<file path="config.mk">
export PLATFORM = sky130hd
export DESIGN_NAME = matmul_loader_flat
export DESIGN_NICKNAME = d
export VERILOG_FILES = /design/src/rtl/matmul_loader_pkg.sv /design/src/rtl/matmul_loader_if.sv /design/src/rtl/matmul_loader_hdr_check.sv /design/src/rtl/matmul_loader.sv /design/src/flat_wrapper.sv
export SDC_FILE = /design/constraint.sdc
export NUM_CORES = 1
export LEC_CHECK = 0
export CORE_ASPECT_RATIO = 0.7
export CORE_MARGIN = 2
export CORE_UTILIZATION = 56
export DETAILED_ROUTE_END_ITERATION = 8
export HOLD_SLACK_MARGIN = 0.05
export MAX_ROUTING_LAYER = met4
export PLACE_DENSITY = 0.77
export SYNTH_ARGS = -nofsm -noshare
export SYNTH_HDL_FRONTEND = slang
export SYNTH_SLANG_ARGS = --single-unit
export TNS_END_PERCENT = 50
</file>
<file path="constraint.sdc">
create_clock -name clk -period 2.8 [get_ports clk]
set_input_delay 0.56 -clock clk [delete_from_list [all_inputs] [get_ports clk]]
set_output_delay 0.56 -clock clk [all_outputs]
set_load 0.05 [all_outputs]
</file>
<file path="src/rtl/matmul_loader_pkg.sv">
// Shared types and constants for the matrix-multiplier loader and its header checker.
package matmul_pkg;

    localparam int DEF_DIM_W  = 3;
    localparam int DEF_DATA_W = 8;

    typedef enum logic [2:0] {
        HDR0,
        HDR1,
        CHECK,
        LOAD_A,
        LOAD_B,
        GAP,
        START,
        ERR
    } state_t;

    localparam logic [1:0] ERR_NONE     = 2'b00;
    localparam logic [1:0] ERR_ZERO     = 2'b01;
    localparam logic [1:0] ERR_MISMATCH = 2'b10;
    localparam logic [1:0] ERR_TIMEOUT  = 2'b11;

endpackage

</file>
<file path="src/rtl/matmul_loader_if.sv">
// Host byte stream plus the loader-to-multiplier operand/control bus.
interface matmul_loader_if
    import matmul_pkg::*;
#(
    parameter int DIM_W  = DEF_DIM_W,
    parameter int DATA_W = DEF_DATA_W
) ();

    logic [DATA_W-1:0] s_data;
    logic              s_valid;
    logic              s_ready;
    logic [DIM_W-1:0]  m1x;
    logic [DIM_W-1:0]  m1y;
    logic [DIM_W-1:0]  m2x;
    logic [DIM_W-1:0]  m2y;
    logic              program_dim;
    logic              program_val;
    logic [DATA_W-1:0] data_out;
    logic              start;
    logic              mm_ready;

    modport master (
        output s_data, s_valid, mm_ready,
        input  s_ready, m1x, m1y, m2x, m2y, program_dim, program_val, data_out, start
    );

    modport slave (
        input  s_data, s_valid, mm_ready,
        output s_ready, m1x, m1y, m2x, m2y, program_dim, program_val, data_out, start
    );

endinterface

</file>
<file path="src/rtl/matmul_loader_hdr_check.sv">
// Combinational dimension legality check and operand element counts for one job.
module matmul_hdr_check
    import matmul_pkg::*;
#(
    parameter int DIM_W = DEF_DIM_W,
    parameter int CNT_W = 2 * DIM_W + 1
) (
    input  logic [DIM_W-1:0] i_m1x,
    input  logic [DIM_W-1:0] i_m1y,
    input  logic [DIM_W-1:0] i_m2x,
    input  logic [DIM_W-1:0] i_m2y,
    output logic             o_legal,
    output logic [1:0]       o_err_code,
    output logic [CNT_W-1:0] o_na,
    output logic [CNT_W-1:0] o_nb
);

    assign o_na = CNT_W'(i_m1x) * CNT_W'(i_m1y);
    assign o_nb = CNT_W'(i_m2x) * CNT_W'(i_m2y);

    // A zero dimension takes priority over an inner-dimension mismatch
    always_comb begin
        o_legal    = 1'b0;
        o_err_code = ERR_NONE;
        if ((i_m1x == '0) || (i_m1y == '0) || (i_m2x == '0) || (i_m2y == '0)) begin
            o_err_code = ERR_ZERO;
        end else if (i_m1y != i_m2x) begin
            o_err_code = ERR_MISMATCH;
        end else begin
            o_legal = 1'b1;
        end
    end

endmodule

</file>
<file path="src/rtl/matmul_loader.sv">
// Parses a dimension header from the host stream, replays operands A then B, and
// runs the start/mm_ready handshake with a bounded wait.
module matmul_loader
    import matmul_pkg::*;
#(
    parameter int DIM_W       = DEF_DIM_W,
    parameter int DATA_W      = DEF_DATA_W,
    parameter int TIMEOUT_CYC = 1023
) (
    input  logic            clk,
    input  logic            rst_n,
    matmul_loader_if.slave  bus,
    input  logic            i_err_clr,
    output logic            o_done,
    output logic            o_err,
    output logic [1:0]      o_err_code
);

    localparam int CNT_W = 2 * DIM_W + 1;
    localparam int TO_W  = $clog2(TIMEOUT_CYC + 1);

    state_t            r_state;
    logic [DIM_W-1:0]  r_m1x, r_m1y, r_m2x, r_m2y;
    logic [CNT_W-1:0]  r_na, r_nb, r_elem_cnt;
    logic [TO_W-1:0]   r_to_cnt;
    logic              r_program_dim, r_program_val, r_start, r_done, r_err;
    logic [DATA_W-1:0] r_data_out;
    logic [1:0]        r_err_code;

    logic              w_s_ready, w_xfer, w_legal;
    logic [1:0]        w_code;
    logic [CNT_W-1:0]  w_na, w_nb;

    matmul_hdr_check #(.DIM_W(DIM_W), .CNT_W(CNT_W)) u_hdr_check (
        .i_m1x      (r_m1x),
        .i_m1y      (r_m1y),
        .i_m2x      (r_m2x),
        .i_m2y      (r_m2y),
        .o_legal    (w_legal),
        .o_err_code (w_code),
        .o_na       (w_na),
        .o_nb       (w_nb)
    );

    // Byte acceptance depends only on the current state
    always_comb begin
        w_s_ready = 1'b0;
        case (r_state)
            HDR0, HDR1, LOAD_A, LOAD_B: w_s_ready = 1'b1;
            default:                    w_s_ready = 1'b0;
        endcase
    end

    assign w_xfer = bus.s_valid && w_s_ready;

    // Main job sequencer with all outputs registered
    always_ff @(posedge clk or negedge rst_n) begin
        if (!rst_n) begin
            r_state       <= HDR0;
            r_m1x         <= '0;
            r_m1y         <= '0;
            r_m2x         <= '0;
            r_m2y         <= '0;
            r_na          <= '0;
            r_nb          <= '0;
            r_elem_cnt    <= '0;
            r_to_cnt      <= '0;
            r_program_dim <= 1'b0;
            r_program_val <= 1'b0;
            r_data_out    <= '0;
            r_start       <= 1'b0;
            r_done        <= 1'b0;
            r_err         <= 1'b0;
            r_err_code    <= ERR_NONE;
        end else begin
            r_program_dim <= 1'b0;
            r_program_val <= 1'b0;
            r_done        <= 1'b0;
            case (r_state)
                HDR0: if (w_xfer) begin
                    r_m1x   <= bus.s_data[4 +: DIM_W];
                    r_m1y   <= bus.s_data[0 +: DIM_W];
                    r_state <= HDR1;
                end
                HDR1: if (w_xfer) begin
                    r_m2x   <= bus.s_data[4 +: DIM_W];
                    r_m2y   <= bus.s_data[0 +: DIM_W];
                    r_state <= CHECK;
                end
                CHECK: if (w_legal) begin
                    r_na          <= w_na;
                    r_nb          <= w_nb;
                    r_elem_cnt    <= '0;
                    r_program_dim <= 1'b1;
                    r_state       <= LOAD_A;
                end else begin
                    r_err      <= 1'b1;
                    r_err_code <= w_code;
                    r_state    <= ERR;
                end
                LOAD_A: if (w_xfer) begin
                    r_data_out    <= bus.s_data;
                    r_program_val <= 1'b1;
                    if (r_elem_cnt == r_na - CNT_W'(1)) begin
                        r_elem_cnt <= '0;
                        r_state    <= LOAD_B;
                    end else begin
                        r_elem_cnt <= r_elem_cnt + CNT_W'(1);
                    end
                end
                LOAD_B: if (w_xfer) begin
                    r_data_out    <= bus.s_data;
                    r_program_val <= 1'b1;
                    if (r_elem_cnt == r_nb - CNT_W'(1)) begin
                        r_elem_cnt <= '0;
                        r_state    <= GAP;
                    end else begin
                        r_elem_cnt <= r_elem_cnt + CNT_W'(1);
                    end
                end
                GAP: begin
                    r_start  <= 1'b1;
                    r_to_cnt <= '0;
                    r_state  <= START;
                end
                // start has been high for r_to_cnt+1 cycles when evaluated here
                START: if (bus.mm_ready) begin
                    r_start <= 1'b0;
                    r_done  <= 1'b1;
                    r_state <= HDR0;
                end else if (r_to_cnt == TO_W'(TIMEOUT_CYC - 1)) begin
                    r_start    <= 1'b0;
                    r_err      <= 1'b1;
                    r_err_code <= ERR_TIMEOUT;
                    r_state    <= ERR;
                end else begin
                    r_to_cnt <= r_to_cnt + TO_W'(1);
                end
                ERR: if (i_err_clr) begin
                    r_err      <= 1'b0;
                    r_err_code <= ERR_NONE;
                    r_state    <= HDR0;
                end
                default: r_state <= HDR0;
            endcase
        end
    end

    assign bus.s_ready     = w_s_ready;
    assign bus.m1x         = r_m1x;
    assign bus.m1y         = r_m1y;
    assign bus.m2x         = r_m2x;
    assign bus.m2y         = r_m2y;
    assign bus.program_dim = r_program_dim;
    assign bus.program_val = r_program_val;
    assign bus.data_out    = r_data_out;
    assign bus.start       = r_start;
    assign o_done          = r_done;
    assign o_err           = r_err;
    assign o_err_code      = r_err_code;

endmodule

</file>
<file path="src/flat_wrapper.sv">
// flat-port wrapper written by rule: the top's interface ports become plain ports
module matmul_loader_flat import matmul_pkg::*;
#(
    parameter int DIM_W       = DEF_DIM_W,
    parameter int DATA_W      = DEF_DATA_W,
    parameter int TIMEOUT_CYC = 1023
)
  (clk, rst_n, i_err_clr, o_done, o_err, o_err_code, bus_s_data, bus_s_valid, bus_mm_ready, bus_s_ready, bus_m1x, bus_m1y, bus_m2x, bus_m2y, bus_program_dim, bus_program_val, bus_data_out, bus_start);
  matmul_loader_if #(.DIM_W(DIM_W), .DATA_W(DATA_W)) bus_i ();
  input  logic clk;
  input  logic rst_n;
  input  logic i_err_clr;
  output logic o_done;
  output logic o_err;
  output logic [1:0] o_err_code;
  input wire logic [$bits(bus_i.s_data)-1:0] bus_s_data;
  input wire logic [$bits(bus_i.s_valid)-1:0] bus_s_valid;
  input wire logic [$bits(bus_i.mm_ready)-1:0] bus_mm_ready;
  output wire logic [$bits(bus_i.s_ready)-1:0] bus_s_ready;
  output wire logic [$bits(bus_i.m1x)-1:0] bus_m1x;
  output wire logic [$bits(bus_i.m1y)-1:0] bus_m1y;
  output wire logic [$bits(bus_i.m2x)-1:0] bus_m2x;
  output wire logic [$bits(bus_i.m2y)-1:0] bus_m2y;
  output wire logic [$bits(bus_i.program_dim)-1:0] bus_program_dim;
  output wire logic [$bits(bus_i.program_val)-1:0] bus_program_val;
  output wire logic [$bits(bus_i.data_out)-1:0] bus_data_out;
  output wire logic [$bits(bus_i.start)-1:0] bus_start;
  assign bus_i.s_data = bus_s_data;
  assign bus_i.s_valid = bus_s_valid;
  assign bus_i.mm_ready = bus_mm_ready;
  assign bus_s_ready = bus_i.s_ready;
  assign bus_m1x = bus_i.m1x;
  assign bus_m1y = bus_i.m1y;
  assign bus_m2x = bus_i.m2x;
  assign bus_m2y = bus_i.m2y;
  assign bus_program_dim = bus_i.program_dim;
  assign bus_program_val = bus_i.program_val;
  assign bus_data_out = bus_i.data_out;
  assign bus_start = bus_i.start;
  matmul_loader #(.DIM_W(DIM_W), .DATA_W(DATA_W), .TIMEOUT_CYC(TIMEOUT_CYC)) u_core (.clk(clk), .rst_n(rst_n), .bus(bus_i), .i_err_clr(i_err_clr), .o_done(o_done), .o_err(o_err), .o_err_code(o_err_code));
endmodule
</file>
==> flow_summary.json, run 1 <==
{
  "netlist.top_cell.by_area": "sky130_fd_sc_hd__dfrtp_1",
  "setup_ws_ps": 243.3,
  "clk_path_buf_depth": 2,
  "drt_wl_total_um": 8046,
  "maximum_number_of_pins_on_one_net_before_global_route_repair": 31,
  "n_antenna_cell": 0,
  "share_clk_of_total_power": 0.176,
  "avgRoutedWirePerCell_um": 16.06,
  "yosys.cell_types.count": 51,
  "seq_area_frac_synth": 0.4202,
  "crit_path_end_kind": "flop",
  "skew_ps": 8.325,
  "met1_usage": 0.3603,
  "synth_fp_nets": 404,
  "worst_setup_path_start_kind": "flop",
  "power_report.internal_total_mw": 2.732,
  "cts-hold-fix-buffers": 0,
  "final_net_count": 450,
  "yosys.area.top_type_share": 0.4202,
  "timing.critical_path.required_ps": 3020,
  "synth_enable_flop_cells": 0,
  "vias_per_cell": 5.649,
  "design_area_um2": 4252,
  "starting_density": 0.5707,
  "unrepaired_setup_endpoints_after_global_routing": "no",
  "worstHoldPathType": "primary input to asynchronous set/reset pin",
  "numCtsBuffers": 9,
  "critical_path_buf_inv_count": 1,
  "worst-setup-path-type": "flop to flop",
  "p_switching_mw": 2.330,
  "p_per_area_nw_per_um2": 1191,
  "clk_root_buffer_cell": "sky130_fd_sc_hd__clkbuf_8",
  "die_y_um": 70.27,
  "routabilityCongestion": 0.8743,
  "worst_pin_slew_ps": 709.6,
  "fin_crit_sh": 0.9131,
  "post_cts_resized": 0,
  "async_flop_share": 1.000,
  "clock_tree.htree_level_count": 3,
  "track_usage": 0.2615,
  "total_leakage_power_nw": 1.950,
  "cp_slowest_stage_delay_ps": 490,
  "post_route_cells_drive_above_1_share": 0.1348,
  "worst_ep_arrival_time_ps": 2780,
  "clk-insertion-delay-late_ps": 350,
  "timing.slew.headroom": 0.5269,
  "num_vias": 2830,
  "floorplan.io_pins": 41,
  "grt_remaining_overflow": 0,
  "critPathSlowestCell": "sky130_fd_sc_hd__or4_4",
  "max_cap_viol_count": 0,
  "hpwlAfterDp_um": 5777,
  "grt_first_pass_wirelength_um": 13590,
  "synthesis.instances": 372,
  "grtUsageMet3": 0.06406,
  "layout_commonest_cell": "sky130_fd_sc_hd__dfrtp_1",
  "worstPathCellList": "inv_1, ha_1, nor2b_1, or3_1, a31oi_1, a21oi_1, or4_4, mux2_4",
  "power_frac_seq": 0.281,
  "top_library_cells_by_usage_in_the_layout_fill_and_taps_aside": "sky130_fd_sc_hd__dfrtp_1 (59), sky130_fd_sc_hd__nand2_1 (54), sky130_fd_sc_hd__clkdlybuf4s50_1 (39)",
  "drv_slew": 0,
  "synthToLayoutAreaGrowth_pct": 21.01,
  "placed_area_um2": 4024,
  "drcViolationCount": 0,
  "timing.critical_path.fanout_max": 6,
  "die_w_um": 98.67,
  "iteration_count_of_the_initial_detailed_routing_pass": 4,
  "grt_pass1_vias": 2786,
  "fin_tns_setup_ps": 0,
  "post_cts_buffers": 0,
  "cts.sinks": 59,
  "core.rowCount": 24,
  "comb_power_share": 0.543,
  "dpl_worst_slack_ps": 208.6,
  "critPathTopFamily": "simple AND/OR/NAND/NOR gates",
  "nFillCells": 492,
  "fp.coreArea_um2": 6156,
  "number_of_antenna_violating_nets_in_the_routed_design": 0,
  "worst_ir_drop_vdd_mv": 0.8244,
  "number_of_antenna_violations_at_the_first_check_in_global_routing": 0,
  "primary_flip_flop_cell_chosen_by_synthesis_mapping": "sky130_fd_sc_hd__dfrtp_1",
  "postSynthAreaPerCell_um2": 9.445,
  "fmaxAchievable_ghz": 0.3911,
  "gr-max-usage-layer": "met2",
  "clk_pin_slew_worst_paths_ps": 70,
  "multi_input_logic_area_um2": 1892,
  "fp.dieArea_um2": 6934,
  "tritoncts": "yes",
  "hold_viol_final": 0,
  "grt_use_met2": 0.3757,
  "synth_warnings": 0,
  "min_period_ps": 2557,
  "syn_area_um2": 3513,
  "regArea_um2": 1476,
  "setup-violations-final": 0,
  "postSynthRegisterBits": 59,
  "post-layout-total-power_mw": 5.062,
  "initialDrtViolationCount": 139,
  "synth.top_cells.by_area": "sky130_fd_sc_hd__dfrtp_1 (42%), sky130_fd_sc_hd__mux2_2 (6.1%), sky130_fd_sc_hd__nand2_1 (5.8%)",
  "outcome": "completed",
  "power.switching_fraction": 0.4603,
  "io_buffer_count": 40
}
power groups by stage:
stage	combinational [mW]	sequential, mW	clock, mW
final	2.75	1.42	0.892
after CTS	2.75	1.42	0.909
after floorplan	1.35	1.97	0
after global routing	2.98	1.46	0.952
after global placement	2.68	1.42	0
after detailed placement	2.73	1.43	0
sequential cells by signal, indices dropped and copies added, names as in the netlist, 3 cells and up:
signal and flops:
u_core.bus.data_out 8, u_core.bus.m1x 3, u_core.bus.m1y 3, u_core.bus.m2x 3, u_core.bus.m2y 3, u_core.r_elem_cnt 7
u_core.r_na 6, u_core.r_nb 6, u_core.r_state 3, u_core.r_to_cnt 10
worst register-to-register path, stage by stage (launching register included):
cell and delay, ps:
sky130_fd_sc_hd__dfrtp_1 410, sky130_fd_sc_hd__inv_1 90, sky130_fd_sc_hd__ha_1 250, sky130_fd_sc_hd__nor2b_1 150
sky130_fd_sc_hd__or3_1 350, sky130_fd_sc_hd__a31oi_1 190, sky130_fd_sc_hd__a21oi_1 190, sky130_fd_sc_hd__or4_4 490
sky130_fd_sc_hd__mux2_4 320
layout make-up:
type / count / share of cell area
clock inverter: 4 / 0.01707
multi-input combinational: 279 / 0.4450
sequential: 59 / 0.3473
inverter: 18 / 0.01589
clock buffer: 12 / 0.03649
tap: 78 / 0.02295
timing repair buffer: 51 / 0.1154
worst paths after layout:
check                                                        start                                 end  cells past startpoint  slack (ps)
worst max-delay path                    u_core.r_na[0]$_DFFE_PN0P_       u_core.r_state[0]$_DFFE_PN0P_                      8         240
worst min-delay path                                         rst_n    u_core.bus.program_dim$_DFF_PN0_                      1         260
worst max register to register          u_core.r_na[0]$_DFFE_PN0P_       u_core.r_state[0]$_DFFE_PN0P_                      8         240
worst min register to register  u_core.bus.data_out[4]$_DFFE_PN0P_  u_core.bus.data_out[4]$_DFFE_PN0P_                      2         470
max in group asynchronous                                    rst_n       u_core.bus.m1x[2]$_DFFE_PN0P_                      2        1930
min in group clk                u_core.bus.data_out[4]$_DFFE_PN0P_  u_core.bus.data_out[4]$_DFFE_PN0P_                      2         470
synthesized netlist by cell type, types with 5 or more instances:
cell type and number:
sky130_fd_sc_hd__dfrtp_1 59, sky130_fd_sc_hd__nand2_1 54, sky130_fd_sc_hd__and2_1 14, sky130_fd_sc_hd__nor3_1 15
sky130_fd_sc_hd__inv_1 17, sky130_fd_sc_hd__clkbuf_1 10, sky130_fd_sc_hd__xnor2_1 10, sky130_fd_sc_hd__o21ai_0 18
sky130_fd_sc_hd__a21oi_1 13, sky130_fd_sc_hd__nor2_1 23, sky130_fd_sc_hd__ha_1 15, sky130_fd_sc_hd__and3_1 5
sky130_fd_sc_hd__xor2_1 14, sky130_fd_sc_hd__nand3_1 12, sky130_fd_sc_hd__or3_1 5, sky130_fd_sc_hd__nand4_1 6
sky130_fd_sc_hd__mux2_2 19, sky130_fd_sc_hd__a31oi_1 5
per-stage QoR:
stage	utilization	hold slack, ps	std cells
finish	0.6907	256.4	501
detailed placement	0.6537	461.6	485
CTS	0.6907	275.0	501
global placement	0.6537	459.9	485
floorplan	-	264.4	372
global route	0.6907	301.7	501
routing by layer:
| metal | wire length, um | vias to the layer above |
|---|---|---|
| met3 | 539 | 11 |
| li1 | - | 1390 |
| met1 | 3790 | 1352 |
| met2 | 3594 | 77 |
| met5 | 0 | - |
| met4 | 121 | 0 |
cells by family (layout without fill, tap and decap cells):
logic type,Yosys count,after routing,share of synthesized area
buf+inv,34,85,0.04131
compound gates,64,64,0.1236
mux,21,21,0.06802
flops,59,59,0.4202
fa+ha+maj,19,19,0.07621
simple gates,151,151,0.2108
xor+xnor,24,24,0.05983
Note: power is estimated with default switching activity, not from simulation.
==> run 2: changes to the inputs <==
- ABC_CLOCK_PERIOD_IN_PS: unset -> 2800
- CORE_UTILIZATION: 56 -> 57
- PLACE_DENSITY: 0.77 -> 0.78
- SKIP_CTS_REPAIR_TIMING: unset -> 1
- SYNTH_HIERARCHICAL: unset -> 1
==> run 2 against run 1 <==
Effect of this change: clock power down 3.5%; combinational power grew 7%; flip-flop and latch count increased by 2; worst setup slack better by 130 ps; clock skew rose by 0.75 ps; die area rose by 3.9%; cell count grew 3.6%; sequential power is 8% higher; final area is 3.4% higher; via count increased by 5.9%; critical path depth is the same; highest routed layer unchanged.
==> flow_summary.json, run 2 <==
{
  "die_y_um": 71.62,
  "yosys.area.top_type_share": 0.4099,
  "clk_pin_slew_worst_paths_ps": 70,
  "iteration_count_of_the_initial_detailed_routing_pass": 5,
  "number_of_antenna_violating_nets_in_the_routed_design": 0,
  "r2r_setup_slack_ps": 370,
  "nFillCells": 483,
  "tritoncts": "yes",
  "synth_top_family_by_area": "simple AND/OR/NAND/NOR gates",
  "r2r_end": "u_core/r_elem_cnt[4]$_DFFE_PN0P_",
  "maximum_number_of_pins_on_one_net_before_global_route_repair": 35,
  "met2_wirelength_um": 3843,
  "synth_warnings": 6,
  "synth.cells.most_frequent": "sky130_fd_sc_hd__dfrtp_1 (61), sky130_fd_sc_hd__nand2_1 (56), sky130_fd_sc_hd__nor2_1 (32)",
  "clk_path_buf_depth": 2,
  "min_period_ps": 2430,
  "vias_per_cell": 5.773,
  "avgRoutedWirePerCell_um": 16.53,
  "drv_slew": 0,
  "initialDrtViolationCount": 238,
  "fp.dieArea_um2": 7205,
  "total_leakage_power_nw": 2.003,
  "worstHoldPathType": "primary input to asynchronous set/reset pin",
  "grt_first_pass_wirelength_um": 14650,
  "drt_wl_total_um": 8581,
  "cp_slowest_stage_delay_ps": 580,
  "cts.sinks": 61,
  "worst-setup-path-type": "flop to flop",
  "top_library_cells_by_usage_in_the_layout_fill_and_taps_aside": "sky130_fd_sc_hd__dfrtp_1 (61), sky130_fd_sc_hd__nand2_1 (56), sky130_fd_sc_hd__clkdlybuf4s50_1 (39)",
  "worst_ep_arrival_time_ps": 2670,
  "outcome": "completed",
  "synth.most_common_cell": "sky130_fd_sc_hd__dfrtp_1",
  "seq_area_frac_synth": 0.4099,
  "setup_ws_ps": 369.8,
  "synthMuxAreaShare": 0.07157,
  "drcViolationCount": 0,
  "grt_pass1_vias": 3005,
  "met1_length_um": 4131,
  "rr_worst_depth": 8,
  "timing.slew.headroom": 0.4809,
  "timing.critical_path.fanout_max": 11,
  "top_layer_used": "met4",
  "post_route_cells_drive_above_1_share": 0.1338,
  "floorplan.io_pins": 41,
  "synthToLayoutAreaGrowth_pct": 18.11,
  "hold_viol_final": 0,
  "fin_crit_sh": 0.8679,
  "die_w_um": 100.6,
  "clk-insertion-delay-late_ps": 340,
  "postSynthRegisterBits": 61,
  "p_per_area_nw_per_um2": 1212,
  "async_flop_share": 1.000,
  "synthesis.instances": 395,
  "grt_remaining_overflow": 0,
  "worst_ir_drop_vdd_mv": 0.8785,
  "crit_path_end_kind": "flop",
  "n_antenna_cell": 0,
  "layout_commonest_cell": "sky130_fd_sc_hd__dfrtp_1",
  "skew_ps": 9.075,
  "routabilityCongestion": 0.8407,
  "fin_tns_setup_ps": 0,
  "route.met3.wl_um": 519,
  "postSynthAreaPerCell_um2": 9.427,
  "max_reg_flops": 10,
  "number_of_antenna_violations_at_the_first_check_in_global_routing": 0,
  "synth-adder-area-share": 0.07191,
  "synth.top_cells.by_area": "sky130_fd_sc_hd__dfrtp_1 (41%), sky130_fd_sc_hd__mux2_2 (6.4%), sky130_fd_sc_hd__nand2_1 (5.6%)",
  "max_cap_viol_count": 0,
  "syn_area_um2": 3724,
  "synth_enable_flop_cells": 0,
  "worst_pin_slew_ps": 778.7,
  "most_flop_heavy_register": "u_core/r_to_cnt",
  "primary_flip_flop_cell_chosen_by_synthesis_mapping": "sky130_fd_sc_hd__dfrtp_1",
  "clock_tree.htree_level_count": 3,
  "worstPathCellList": "or3_1, o31ai_1, nor3b_1, nand2b_1, a21oi_1, nor2_1, a221oi_1, nor3_1",
  "unrepaired_setup_endpoints_after_global_routing": "no",
  "yosys.cell_types.count": 58,
  "setup-violations-final": 0,
  "post_synthesis_share_of_cell_area_spent_on_and_or_nand_and_nor_gates": 0.2019,
  "synth-xor-area-share": 0.07258,
  "hpwlAfterDp_um": 6206,
  "critical_path_buf_inv_count": 0,
  "netlist.top_cell.by_area": "sky130_fd_sc_hd__dfrtp_1",
  "fp.coreArea_um2": 6276,
  "final_net_count": 469,
  "critPathTopFamily": "simple AND/OR/NAND/NOR gates",
  "synth_compound_gate_area_share": 0.1200,
  "clk_root_buffer_cell": "sky130_fd_sc_hd__clkbuf_8",
  "starting_density": 0.5933,
  "r2r_path_start": "u_core/bus.m1x[0]$_DFFE_PN0P_",
  "io_buffer_count": 40,
  "fmaxAchievable_ghz": 0.4115,
  "timing.critical_path.required_ps": 3040,
  "core.rowCount": 24,
  "dpl_worst_slack_ps": 313.3,
  "worst_setup_path_start_kind": "flop",
  "numCtsBuffers": 9,
  "num_vias": 2996,
  "track_usage": 0.2712,
  "critPathSlowestCell": "sky130_fd_sc_hd__nor2_1"
}
[run 2: changes by cell type after synthesis, moves of 3 or more]
| cell | previous run | this run |
|---|---|---|
| sky130_fd_sc_hd__xor2_1 | 14 | 18 |
| sky130_fd_sc_hd__nand3_1 | 12 | 8 |
| sky130_fd_sc_hd__a221oi_1 | 0 | 4 |
| sky130_fd_sc_hd__o21a_1 | 3 | 0 |
| sky130_fd_sc_hd__nor3_1 | 15 | 10 |
| sky130_fd_sc_hd__nor3b_1 | 0 | 4 |
| sky130_fd_sc_hd__inv_1 | 17 | 20 |
| sky130_fd_sc_hd__clkbuf_1 | 10 | 6 |
| sky130_fd_sc_hd__and3_1 | 5 | 2 |
| sky130_fd_sc_hd__buf_2 | 1 | 6 |
| sky130_fd_sc_hd__nand2b_1 | 1 | 4 |
| sky130_fd_sc_hd__nor2_1 | 23 | 32 |
[run 2: how the worst max path moves through the flow]
stage,cells past startpoint,slack (ps),startpoint,to
6_report,8,370,u_core/bus.m1x[0]$_DFFE_PN0P_,u_core/r_elem_cnt[4]$_DFFE_PN0P_
5_1_grt,8,160,u_core/bus.m1x[0]$_DFFE_PN0P_,u_core/r_elem_cnt[4]$_DFFE_PN0P_
4_1_cts,9,430,u_core/r_na[0]$_DFFE_PN0P_,u_core/r_elem_cnt[1]$_DFFE_PN0P_
3_5_place_dp,6,310,bus_s_valid,u_core/r_elem_cnt[3]$_DFFE_PN0P_
3_3_place_gp,7,430,bus_mm_ready,u_core/r_to_cnt[5]$_DFFE_PN0P_
2_1_floorplan,8,350,u_core/bus.m2x[0]$_DFFE_PN0P_,u_core/r_nb[4]$_DFFE_PN0P_
[run 2: metal layers]
layer | global-route usage | up-vias
li1 | - | 1434
met1 | 0.3886 | 1447
met2 | 0.3852 | 103
met3 | 0.06927 | 12
met4 | 0.07306 | 0
met5 | - | -
[run 2: cell families (layout without fill, tap and decap cells)]
group,after synthesis,in the layout
buf+inv,41,86
xor+xnor,30,30
fa+ha+maj,19,19
flops,61,61
other cells,1,2
simple gates,151,151
compound gates,68,68
mux,24,24
[run 2: final cells by class]
cell class                      count  area [um2]  share of cell area
Multi-Input combinational cell    294        2011              0.4572
Sequential cell                    61        1526              0.3471
Timing Repair Buffer               50       470.5              0.1070
Clock buffer                       11       141.4             0.03215
Tap cell                           78       97.59             0.02219
Inverter                           21       78.83             0.01792
Clock inverter                      4       72.57             0.01650
[run 2: where the power goes]
group	switching (mW)	total [mW]	internal [mW]
Clock	0.341	0.861	0.519
Sequential	0.363	1.53	1.17
Combinational	1.79	2.94	1.15
[run 2: metrics by stage]
| step | std cells | cell area (um2) | hold WS, ps | total power [mW] | util |
|---|---|---|---|---|---|
| 2_1_floorplan | 396 | 3727 | 264.4 | 3.583 | - |
| 3_3_place_gp | 504 | 4184 | 457.8 | 4.344 | 0.6667 |
| 3_5_place_dp | 504 | 4184 | 461.6 | 4.425 | 0.6667 |
| 4_1_cts | 519 | 4398 | 301.8 | 5.331 | 0.7008 |
| 5_1_grt | 519 | 4398 | 341.6 | 5.689 | 0.7008 |
| 6_report | 519 | 4398 | 296.0 | 5.330 | 0.7008 |
==> edit 1, RTL diff (config.mk and constraints of run 2) <==
Make the reset (`rst_n`) synchronous in one clocked block.
--- a/src/rtl/matmul_loader.sv
+++ b/src/rtl/matmul_loader.sv
@@ -56,3 +56,3 @@
     // Main job sequencer with all outputs registered
-    always_ff @(posedge clk or negedge rst_n) begin
+    always_ff @(posedge clk) begin
         if (!rst_n) begin
Check against the original RTL: differs if rst_n is asserted again (counterexample within 4 cycles, from zero or initial values and one cycle with rst_n low); with rst_n held inactive, the same outputs for 10 cycles.
==> edit 1 against run 2 <==
Synthesized area down 3.3%. Cell area down 3.1%. Worst setup slack worse by 0.17 ns. Wire length down 1.0%. Sequential share of layout area down 6.0 points. Via count up 7.6%. Sequential cell count unchanged. Register-to-register slack worse by 0.13 ns. Global-route usage down 1.0 points. Critical path type is now register to output pin. Critical endpoint is now bus_s_ready.
Power is not compared: it rests on default switching activity, and its combinational part moved more than twofold at a synthesized area within 25%.
==> edit 1: results <==
export IMPL_status="completed"
export IMPL_largest_reg_flops=10
export IMPL_hpwl_um=6230
export IMPL_worstPathArrival_ns=2.04
export IMPL_grt_usage_pct=26.1
export IMPL_p_int_uw=1410
export IMPL_ys_async_sr_fraction_pct=0
export IMPL_routed_wl_um=8490
export IMPL_vias=3224
export IMPL_drtIter0Drc=165
export IMPL_top_usage_layer="met2"
export IMPL_grt_max_degree=28
export IMPL_ys_seq_area_share_pct=33.9
export IMPL_timing_rr_end="u_core/r_state[2]"
export IMPL_yosys_top_cells_area="dfxtp_1 34%, nand2_1 6.8%, ha_1 5.2%"
export IMPL_rrSetupSlack_ns=0.24
export IMPL_synth_xor_area_share_pct=8.27
export IMPL_drive_gt1_share_pct=8.49
export IMPL_tightest_slew_ns=0.765
export IMPL_p_comb_share_pct=17.8
export IMPL_endpoint="bus_s_ready"
export IMPL_grt_use_met3_pct=7.41
export IMPL_hp_start="u_core/o_err"
export IMPL_grt_pass1_wl_um=14300
export IMPL_synth_top_cells_by_count="65 x nand2_1, 61 x dfxtp_1, 41 x nor2_1"
export IMPL_cpPeakStageDelay_ns=0.83
export IMPL_synth_adder_area_share_pct=7.44
export IMPL_nNetsFinal=510
export IMPL_clock_skew_ns=0.0125
export IMPL_r2r_cells=8
export IMPL_first_pass_iters=4
export IMPL_grtUsageMet2_pct=37.5
export IMPL_synthMuxAreaShare_pct=3.65
export IMPL_synth_compound_area_share_pct=16.0
export IMPL_cts_htree_levels=3
export IMPL_yosysUniqueCellTypes=65
export IMPL_diodes=0
export IMPL_hold_end="u_core/o_err"
export IMPL_crit_family="buffers and inverters"
export IMPL_leakage_uw=0.00172
export IMPL_slowest_stage="clkdlybuf4s50_1"
export IMPL_whs_path_depth=2
export IMPL_numCtsBuffers=9
export IMPL_top_register="u_core/r_to_cnt"
export IMPL_r2r_start="u_core/r_na[0]"
export IMPL_portBuffers=40
export IMPL_cts_buffer_depth=2
export IMPL_hp_class="register to register"
export IMPL_hold_ws_ns=0.449
export IMPL_antenna_found_initial=0
export IMPL_grtUsageMet1_pct=36.2
export IMPL_worst_path_max_fanout=12
export IMPL_cp_startpoint="u_core/r_state[0]"
export IMPL_grt_pass1_vias=3013
export IMPL_globalplace_congestion=0.891
edit 1: routing by layer:
| layer | up-vias | part of all wire (%) |
|---|---|---|
| met5 | - | 0 |
| met4 | 0 | 0.72 |
| met3 | 6 | 7.7 |
| met2 | 118 | 44 |
| met1 | 1508 | 48 |
| li1 | 1592 | - |
edit 1: cell type report:
cell class	instances	area (um^2)
flip-flops and latches	61	1220
fillers	531	1900
well taps	78	97.6
clock inverters	4	31.3
repair buffers	52	490
clock buffers	12	155
inverters	22	82.6
multi-input cells	332	2180
edit 1: per-stage QoR:
step / cell area, um^2 / cells / power (uW) / util, % / setup WS [ns]
global placement: 4070 / 545 / 1310 / 66.2 / 0.396
detailed placement: 4070 / 545 / 1320 / 66.2 / 0.273
global route: 4260 / 561 / 2110 / 69.2 / 0.0574
finish: 4260 / 561 / 2030 / 69.2 / 0.199
floorplan: 3600 / 440 / 1200 / - / 0.392
CTS: 4260 / 561 / 2050 / 69.2 / 0.172
==> edit 2, RTL diff (config.mk and constraints of run 2) <==
Without the edit above. Set the package constant `DEF_DIM_W` to 4 (it was 3).
--- a/src/rtl/matmul_loader_pkg.sv
+++ b/src/rtl/matmul_loader_pkg.sv
@@ -3,3 +3,3 @@
 
-    localparam int DEF_DIM_W  = 3;
+    localparam int DEF_DIM_W  = 4;
     localparam int DEF_DATA_W = 8;
Interface: changed (resized bus_m1x, bus_m1y, bus_m2x and bus_m2y); port bits go from 41 to 45. No check against the original RTL was run, so the function may have changed too.
==> edit 2 against run 2 <==
Hold slack worse by 0.14 ns. Worst setup slack worse by 0.35 ns. Die area is 24% higher. Non-clock buffer count is 27 higher. Cell area is 32% higher. Wire length is 36% higher. Critical path depth is 2 higher. Power is 47% higher. Sequential cell count is 10 higher. Combinational power is 65% higher. Synthesized area is 25% higher. Final cell count is 29% higher. Clock power is 37% higher. Critical path type unchanged. Largest power group unchanged.
==> edit 2: results <==
export IMPL_clk_insertion_delay_late_ns=0.34
export IMPL_diodes=0
export IMPL_yosysUniqueCellTypes=62
export IMPL_slowest_stage="fa_1"
export IMPL_clock_root_buffer="clkbuf_16"
export IMPL_cts_clk_slew_worst_paths_ns=0.06
export IMPL_cpPeakStageDelay_ns=0.54
export IMPL_first_pass_iters=4
export IMPL_stdcell_count=672
export IMPL_r2r_cells=10
export IMPL_syn_inst=493
export IMPL_peakVddDrop_mv=0.990
export IMPL_hold_ws_ns=0.153
export IMPL_grt_pass1_wl_um=19200
export IMPL_ys_async_sr_fraction_pct=100
export IMPL_tns_ns=0
export IMPL_synth_flop_cell="dfrtp_1"
export IMPL_vias_per_cell=5.72
export IMPL_grt_max_degree=26
export IMPL_status="completed"
export IMPL_post_place_cells=646
export IMPL_endpoint="u_core/r_na[7]"
export IMPL_grt_pass1_vias=3841
export IMPL_portBuffers=44
export IMPL_numCtsBuffers=9
export IMPL_yosys_top_cells_area="dfrtp_1 38%, ha_1 7.8%, mux2_2 7.3%"
export IMPL_timing_rr_end="u_core/r_na[7]"
export IMPL_globalplace_congestion=0.937
export IMPL_cts_htree_levels=3
export IMPL_tightest_slew_ns=0.659
export IMPL_drive_gt1_share_pct=21.7
export IMPL_grt_usage_pct=28.5
export IMPL_final_hold_violation_count=0
export IMPL_worstPathArrival_ns=3.01
export IMPL_cp_startpoint="u_core/bus.m1x[2]"
export IMPL_ys_seq_area_share_pct=38.2
export IMPL_largest_reg_flops=10
export IMPL_rrSetupSlack_ns=0.02
export IMPL_cts_buffer_depth=2
export IMPL_yosys_warnings=6
export IMPL_leakage_uw=0.00262
export IMPL_worst_path_max_fanout=7
export IMPL_hpwl_um=8290
export IMPL_wl_per_cell_um=17.3
export IMPL_clock_skew_ns=0.00771
export IMPL_synth_top_cells_by_count="71 x dfrtp_1, 70 x nand2_1, 31 x nor2_1, 31 x xnor2_1"
export IMPL_drtIter0Drc=288
export IMPL_antenna_found_initial=0
export IMPL_hp_class="primary input to async pin"
export IMPL_top_register="u_core/r_to_cnt"
export IMPL_nNetsFinal=616
-- edit 2: worst max-delay path, delay by kind of cell, from the launching register on --
family	cells	cell delay, ns
AND/OR/NAND/NOR	1	0.10
adder cells (fa/ha/maj)	3	1.25
flip-flops	1	0.42
XOR/XNOR	1	0.08
multiplexers	1	0.25
buffers and inverters	1	0.05
AO/OA/AOI/OAI	3	0.51
-- edit 2: cell families (layout without fill, tap and decap cells) --
group / count (synthesis) / count (layout) / share of synthesized area, %
AND/OR/NAND/NOR: 186 / 186 / 20.1
AO/OA/AOI/OAI: 78 / 78 / 10.9
flip-flops: 71 / 71 / 38.2
buffers and inverters: 47 / 124 / 4.01
XOR/XNOR: 41 / 41 / 7.72
adder cells (fa/ha/maj): 37 / 37 / 11.2
multiplexers: 32 / 32 / 7.69
other: 1 / 2 / 0.0806
-- edit 2: power by group --
group	total (uW)	internal, uW	switching (uW)
combinational	4860	2100	2760
clock	1180	718	464
sequential	1820	1390	428
total	7860	4200	3650
-- edit 2: through the flow --
step | total power, uW | cell area (um^2) | worst slack [ns]
3_5_place_dp | 6300 | 5350 | -0.0548
5_1_grt | 8370 | 5800 | -0.0688
6_report | 7860 | 5800 | 0.0152
2_1_floorplan | 4960 | 4690 | -0.00384
3_3_place_gp | 6120 | 5350 | 0.109
4_1_cts | 7570 | 5660 | -0.0702
-- edit 2: layout make-up --
class | instances | area, um^2
fillers | 558 | 2100
multi-input cells | 376 | 2780
repair buffers | 77 | 683
clock inverters | 6 | 68.8
inverters | 31 | 116
clock buffers | 10 | 239
flip-flops and latches | 71 | 1790
well taps | 101 | 126
-- edit 2: routing by layer --
layer	routed length [um]	GRT usage (%)	vias up
met3	736	7.21	16
met2	5230	44.1	141
met1	5530	37.8	1841
met4	133	7.80	0
met5	0	-	-
li1	-	-	1849
